## config.mk

```make
export PLATFORM = sky130hd
export DESIGN_NAME = tl45_fetch
export DESIGN_NICKNAME = d
export VERILOG_FILES = /design/src/rtl/tl45_fetch.sv
export SDC_FILE = /design/constraint.sdc
export NUM_CORES = 1
export LEC_CHECK = 0
export CAP_MARGIN = 20
export CORE_AREA = 2 2 141 143
export CTS_CLUSTER_SIZE = 12
export DETAILED_ROUTE_END_ITERATION = 6
export DIE_AREA = 0 0 143 145
export PLACE_DENSITY = 0.78
export SYNTH_ARGS = -nofsm -noshare
export SYNTH_HDL_FRONTEND = slang
export SYNTH_SLANG_ARGS = --single-unit
```

## constraint.sdc

```tcl
create_clock -name i_clk -period 1.9 [get_ports i_clk]
set_input_delay 0.38 -clock i_clk [delete_from_list [all_inputs] [get_ports i_clk]]
set_output_delay 0.38 -clock i_clk [all_outputs]
set_load 0.01 [all_outputs]
```

## src/rtl/tl45_fetch.sv

```systemverilog
// tl45 instruction fetch: pc, pipelined Wishbone read, skid and decode buffer.
// Optional TL45_FETCH_ERR_EN: bus errors and misaligned redirects trap to ERR.
module tl45_fetch #(
  parameter logic [31:0] RESET_PC = 32'h0000_0000
) (
  input  logic        i_clk,
  input  logic        i_reset,
  input  logic        i_pipe_stall,
  input  logic        i_redirect,
  input  logic [31:0] i_redirect_pc,
  output logic        o_wb_cyc,
  output logic        o_wb_stb,
  output logic [29:0] o_wb_addr,
  input  logic        i_wb_stall,
  input  logic        i_wb_ack,
  input  logic        i_wb_err,
  input  logic [31:0] i_wb_data,
  output logic [31:0] o_buf_pc,
  output logic [31:0] o_buf_inst,
  output logic        o_fetch_err
);

  typedef enum logic [2:0] {
    S_IDLE,
    S_REQ,
    S_WAIT,
    S_HOLD,
    S_ERR
  } state_t;

  state_t      state;
  logic [31:0] pc;
  logic [31:0] pc_inc;
  logic [31:0] redir_pc;
  logic [31:0] skid_pc;
  logic [31:0] skid_inst;
  logic        skid_valid;
  logic [31:0] word_pc;
  logic [31:0] word_inst;
  logic        busy;
  logic        done;
  logic        fault;
  logic        redir_bad;

  always_comb begin
    pc_inc   = pc + 32'd4;
    redir_pc = i_redirect_pc & ~32'd3;
    busy     = (state == S_WAIT) ||
               ((state == S_REQ) && !i_wb_stall);
`ifdef TL45_FETCH_ERR_EN
    done      = busy && i_wb_ack && !i_wb_err;
    fault     = busy && i_wb_err;
    redir_bad = |i_redirect_pc[1:0];
    word_pc   = pc;
    word_inst = i_wb_data;
`else
    // a bus error completes the slot as a bubble
    done      = busy && (i_wb_ack || i_wb_err);
    fault     = 1'b0;
    redir_bad = 1'b0;
    word_pc   = i_wb_err ? 32'd0 : pc;
    word_inst = i_wb_err ? 32'd0 : i_wb_data;
`endif
  end

  always_ff @(posedge i_clk or negedge i_reset) begin
    if (!i_reset) begin
      state       <= S_IDLE;
      pc          <= RESET_PC;
      skid_pc     <= '0;
      skid_inst   <= '0;
      skid_valid  <= 1'b0;
      o_wb_cyc    <= 1'b0;
      o_wb_stb    <= 1'b0;
      o_wb_addr   <= '0;
      o_buf_pc    <= '0;
      o_buf_inst  <= '0;
      o_fetch_err <= 1'b0;
    end else if (i_redirect && state != S_ERR) begin
      pc         <= redir_pc;
      o_buf_pc   <= '0;
      o_buf_inst <= '0;
      skid_valid <= 1'b0;
      o_wb_cyc   <= 1'b0;
      o_wb_stb   <= 1'b0;
      state      <= redir_bad ? S_ERR : S_IDLE;
      if (redir_bad)
        o_fetch_err <= 1'b1;
    end else begin
      if (state == S_ERR) begin
        o_buf_pc   <= '0;
        o_buf_inst <= '0;
      end else if (!i_pipe_stall) begin
        if (state == S_HOLD && skid_valid) begin
          o_buf_pc   <= skid_pc;
          o_buf_inst <= skid_inst;
        end else if (done) begin
          o_buf_pc   <= word_pc;
          o_buf_inst <= word_inst;
        end else begin
          o_buf_pc   <= '0;
          o_buf_inst <= '0;
        end
      end
      unique case (state)
        S_IDLE: begin
          o_wb_cyc  <= 1'b1;
          o_wb_stb  <= 1'b1;
          o_wb_addr <= pc[31:2];
          state     <= S_REQ;
        end
        S_REQ, S_WAIT: begin
          if (fault) begin
            o_wb_cyc    <= 1'b0;
            o_wb_stb    <= 1'b0;
            o_fetch_err <= 1'b1;
            state       <= S_ERR;
          end else if (done) begin
            pc <= pc_inc;
            if (!i_pipe_stall) begin
              o_wb_stb  <= 1'b1;
              o_wb_addr <= pc_inc[31:2];
              state     <= S_REQ;
            end else begin
              skid_pc    <= word_pc;
              skid_inst  <= word_inst;
              skid_valid <= 1'b1;
              o_wb_cyc   <= 1'b0;
              o_wb_stb   <= 1'b0;
              state      <= S_HOLD;
            end
          end else if (state == S_REQ && !i_wb_stall) begin
            o_wb_stb <= 1'b0;
            state    <= S_WAIT;
          end
        end
        S_HOLD: begin
          if (!i_pipe_stall) begin
            skid_valid <= 1'b0;
            o_wb_cyc   <= 1'b1;
            o_wb_stb   <= 1'b1;
            o_wb_addr  <= pc[31:2];
            state      <= S_REQ;
          end
        end
        S_ERR: begin
          o_wb_cyc <= 1'b0;
          o_wb_stb <= 1'b0;
        end
        default: state <= S_IDLE;
      endcase
    end
  end

endmodule
```

Word level (Yosys, flattened, before mapping) --
Cells that the tools add are included.
Word-level totals: logic and storage cells 87, memory bits (read-only) 0, bits in latches 0, RAM bits 0, memories 0, output and inout bits 97, register bits 196
Cells by class: divide/modulo/power cells 0, mux-type cells 40, equality and inequality tests 14, add/subtract/negate cells 1, shift operators 0, $mul 0, bitwise logic cells 1, reductions and logical operators 21, $lt $le $gt $ge 0
Operators by type and width (count):
- two-way mux 32 bit | 15
- two-way mux 30 bit | 3
- case mux 30 bit (3 select lines) | 1
- adder 32 x 3 -> 32 bit, second input constant | 1
- two-way mux 1 bit | 12
- two-way mux 3 bit | 4
- != test 3 bit, second input constant | 4
- case mux 3 bit (4 select lines) | 1
- AND reduction 4 bit | 3
- != test 2 bit, second input constant | 4
- case mux 1 bit (4 select lines) | 2
- == test 3 x 2 -> 1 bit, second input constant | 2
- AND reduction 3 bit | 2
- nonzero test 3 bit | 2
- AND reduction 5 bit | 1
- nonzero test 5 bit | 1
- logical AND 1 bit | 4
- != test 4 bit, second input constant | 1
- nonzero test 2 bit | 2
- == test 3 x 1 -> 1 bit, second input constant | 1
- == test 3 bit, second input constant | 1
- logical NOT 3 bit | 1
- != test 3 x 1 -> 1 bit, second input constant | 1
- logical OR 1 bit | 2
- 6 further kinds | 6

Depth between registers and ports, before layout --
word-level depth 9, mapped depth 9

Least setup slack after synthesis --
OpenSTA, ideal clock, no wires.
kind register to register, start point register state[0], end point register o_wb_addr[18], setup slack -0.072 ns, arrival time 1.831 ns, stages on the path, launching flop included 7, required time 1.759 ns, cells stage by stage dfrtp_1 -> inv_1 -> ha_1 -> buf_1 -> o31ai_2 -> clkbuf_1 -> a21oi_1
On the way: longest elaborated chain between the ends 6
RTL lines:
- from (decl) | RTL line 31 | state_t state;
- from (signal assigned) | RTL line 86 | state <= redir_bad ? S_ERR : S_IDLE;
- == test 3 x 1 -> 1 bit | RTL line 49, 105
- logical AND 1 bit | RTL line 49 | ((state == S_REQ) && !i_wb_stall);
- logical OR 1 bit | RTL line 48 | busy = (state == S_WAIT) ||
- logical AND 1 bit | RTL line 58 | done = busy && (i_wb_ack || i_wb_err);
- != test 2 bit (no source line)
- AND reduction 5 bit (no source line)
- to (signal assigned) | RTL line 109 | o_wb_addr <= pc[31:2];
- to (signal assigned) | RTL line 122 | o_wb_addr <= pc_inc[31:2];
- to (signal assigned) | RTL line 142 | o_wb_addr <= pc[31:2];
- to (decl) | RTL line 13 | output logic [29:0] o_wb_addr,
Parallel ways exist; a longest one is shown, timed or not. A chain may end at the register's enable or synchronous reset.

Final worst setup path --
start point register state[0], end point register o_buf_pc[17]
On the way: longest elaborated chain between the ends 9
RTL lines:
- == test 3 x 1 -> 1 bit | RTL line 49
- logical AND 1 bit | RTL line 49
- logical OR 1 bit | RTL line 48
- logical AND 1 bit | RTL line 58
- two-way mux 32 bit | RTL line 97 | end else if (done) begin
- two-way mux 32 bit | RTL line 94 | if (state == S_HOLD && skid_valid) begin
- two-way mux 32 bit | RTL line 93 | end else if (!i_pipe_stall) begin
- two-way mux 32 bit | RTL line 90 | if (state == S_ERR) begin
- two-way mux 32 bit | RTL line 79 | end else if (i_redirect && state != S_ERR) begin
- to (signal assigned) | RTL line 95 | o_buf_pc <= skid_pc;
- to (signal assigned) | RTL line 98 | o_buf_pc <= word_pc;
- to (decl) | RTL line 18 | output logic [31:0] o_buf_pc,
Parallel ways exist; a longest one is shown, timed or not. The select of a mux whose other input is x is not followed.

==> run summary <==
Status: finished with violations
Failing checks: setup timing
First-pass DRT Iterations: 6
Antenna cells: 0
CP max stage cell: dfrtp_1
Fmax: 526 MHz
Final setup violating endpoints: 3
Top-area cell type share of the netlist area: 54.0%
Largest net degree at the start of global routing: 65
Layout Skew: 10.7 ps
Final hold violations: 0
Total CTS buffers: 17
Die Ht: 145 um
Worst-path maximum fanout: 10
Detailed Place HPWL: 15900 um
RSZ-0062 raised after global routing: true
Root buffer cell: clkbuf_16
Port bufs: 164
Vias in the first global route: 7299
GRT Residual Overflow: 0
Initial Util: 46.1%
CP required: 2210 ps
Type of origin of the critical path: register
Critical Path End Type: register
Min-Delay Path Class: in -> reg
Fraction of layout cells with a size suffix above 1: 15.5%
Sequential Area: 4780 um^2
Fin crit share: 100%
Initial DRC count: 691
Post-Place Cells: 1325
Number of synthesized register bits: 191
Routability Congestion: 0.875
Global-route wire length before repair: 38100 um
Synthesized cell area: 8850 um^2
Max IR drop VDD: 0.722 mV
Final Util: 63.1%
CTS Sinks: 191
Largest cells by area after synthesis: dfrtp_1 (54%), nand2_1 (4.8%), nand2b_1 (4.3%)
Vias/cell: 5.42
Setup ws final: -2.02 ps
Area delta synth->final: 36.9%
H-Tree Depth: 4
Routed vias: 7401
Placement Rows: 51
Max-cap viol count: 0
Fin cells: 1365
Most used DFF post-synth: dfrtp_1
Slew @ Worst Pin: 501 ps
Max incr delay on CP: 400 ps
WL per Instance: 17.7 um
Reg2reg start: state[0]
Slack of the worst reg-to-reg path: -2 ps
Max Slew Vio Count: 0
Hold endpoint: pc[8]
Initial antenna violation count: 0
Post-Syn Area per Cell: 9.89 um^2
Leak: 5.21 nW
Distinct cells, synth: 55
Worst r2r dst: o_buf_pc[17]
Total power of the final layout: 13.2 mW
Sequential element share of the synthesized area: 54.0%
Multi-input logic area: 3860 um^2
Die Width: 143 um
Tot GR Track Use: 23.1%
Area leader, netlist: dfrtp_1
FF-to-FF path depth: 8
Arr. time, crit path: 2220 ps
Total Wirelength: 24200 um
DIE AREA: 20700 um^2
CTS Buffer Depth: 2
Number of enable-type register cells in the synthesized netlist: 0
Syn_nets: 971
Final Critical Period: 1900 ps
Clock transition at path regs: 70 ps
Critical setup path kind: reg -> reg
Max_slew headroom: 66.5%
Async set-or-reset flop fraction in the synthesized netlist: 100%
Power per cell area: 1090 nW/um^2
Warnings from Yosys: 0
Core Box Area: 19200 um^2
Insertion delay of the later-clocked pin in the worst-skew pair: 440 ps
CTS tree: done
Hold depth: 3
Final ANT Viol Nets: 0
Crit-path cells: buf_6, ha_4, nor2b_4, o221ai_4, nor2_4, clkbuf_16, a222oi_1, inv_1
Top-Level Pins: 168
DRC viols: 0
Hold Crit Start: i_redirect
FILL cells: 1540
Syn Inst Count: 895
Nets: 1163
==> state kept, by name (all words and copies together) (netlist names) <==
register	flops
o_buf_inst	32
o_buf_pc	31
o_wb_addr	30
o_wb_cyc	1
o_wb_stb	1
pc	30
skid_inst	32
skid_pc	31
skid_valid	1
state	2
==> synth_stat cells, types with 3 or more instances <==
library cell and n:
a21oi_2 5, a22oi_1 33, dfrtp_1 191, o21ai_1 73, xor2_1 36, o31ai_1 3
nand2b_1 61, nor2b_1 5, a21oi_1 28, ha_1 5, buf_4 4, nor3_1 5
buf_2 19, buf_1 4, nand3_1 20, nand4_2 3, and4_1 3, nand4_1 13
nor2_1 45, xnor2_1 22, o21ai_0 54, a222oi_1 29, inv_1 36, nand2_1 114
clkbuf_1 45
==> cell usage in the layout (no fill, tap or decap), types with 3 or more instances in the layout <==
master           instances
o21ai_1                 73
xor2_2                   4
nand4_4                  3
nor3_1                   5
a22oi_1                 33
nor2b_1                  3
inv_6                    4
nand3_2                  5
xnor2_1                 20
clkinvlp_4               3
a222oi_1                29
clkbuf_16               18
o31ai_1                  3
nand2b_1                60
dfrtp_1                191
clkdlybuf4s50_1        161
ha_4                     4
nand3_1                 14
xor2_1                  32
inv_8                    5
inv_2                    3
buf_4                   62
nor2_1                  42
nand4_1                 13
buf_6                    8
a21oi_1                 27
buf_12                  11
a21oi_2                  6
o21ai_0                 53
nand2_1                113
nor4_4                   3
and4_1                   3
inv_1                   33
==> logic make-up (layout without fill, tap and decap cells) <==
group	count (synthesis)	after routing	share of synthesized area, %
AO/OA/AOI/OAI	240	240	17.3
AND/OR/NAND/NOR	288	288	16.7
adder cells (fa/ha/maj)	5	5	0.707
buffers and inverters	110	315	5.27
flip-flops	191	191	54.0
multiplexers	2	2	0.226
XOR/XNOR	58	58	5.74
other	1	1	0.0424
==> power by group <==
| group | internal (mW) | switching (mW) |
|---|---|---|
| clock | 1.75 | 1.72 |
| sequential | 5.08 | 0.628 |
| combinational | 2.04 | 2.01 |
==> critical path: cells and delay by family, from the launching register on <==
kind,cells,cell delay (ps)
AO/OA/AOI/OAI,2,560
adder cells (fa/ha/maj),1,160
buffers and inverters,3,400
flip-flops,1,400
AND/OR/NAND/NOR,2,250
==> layout make-up <==
type / instances / share of cell area, %
Tap cell: 265 / 2.74
Multi-Input combinational cell: 594 / 31.8
Sequential cell: 191 / 39.4
Clock buffer: 17 / 3.51
Clock inverter: 15 / 1.19
Inverter: 36 / 1.11
Timing Repair Buffer: 247 / 20.2
==> stage by stage <==
| step | setup WS, ps | hold WS, ps | setup TNS (ps) | instance area (um^2) |
|---|---|---|---|---|
| 6_report | -2.02 | 396 | -3.13 | 12100 |
| 5_1_grt | -101 | 409 | -2310 | 12100 |
| 4_1_cts | -12.0 | 359 | -20.8 | 11800 |
| 3_5_place_dp | -271 | 375 | -15600 | 11200 |
| 3_3_place_gp | -259 | 370 | -10670 | 11200 |
| 2_1_floorplan | 1.55 | 84.4 | 0 | 8870 |
==> metal layers <==
metal | wire (um) | part of all wire (%) | track usage, % | vias up
met3 | 1870 | 7.7 | 6.07 | 28
met2 | 11600 | 48 | 35.8 | 263
met1 | 10200 | 42 | 31.8 | 3641
met4 | 450 | 1.9 | 7.43 | 0
li1 | - | - | - | 3469
met5 | 0 | 0 | 0 | -
==> repair_timing <==
item,CTS,global route
pin swaps,4,29
resized for setup,4,42
hold endpoints to repair,47,0
cloned,0,2
hold buffers,1,0
setup endpoints to repair,28,97
buffers inserted,0,5
==> worst max path at each step <==
stage          startpoint            end  slack [ps]
2_1_floorplan    state[0]  o_wb_addr[20]           2
5_1_grt          state[0]   o_buf_pc[29]        -100
6_report         state[0]   o_buf_pc[17]          -2
3_3_place_gp   i_wb_stall         pc[12]        -260
4_1_cts          state[0]         pc[18]         -10
3_5_place_dp   i_wb_stall         pc[12]        -270
(Power assumes the default switching activity.)
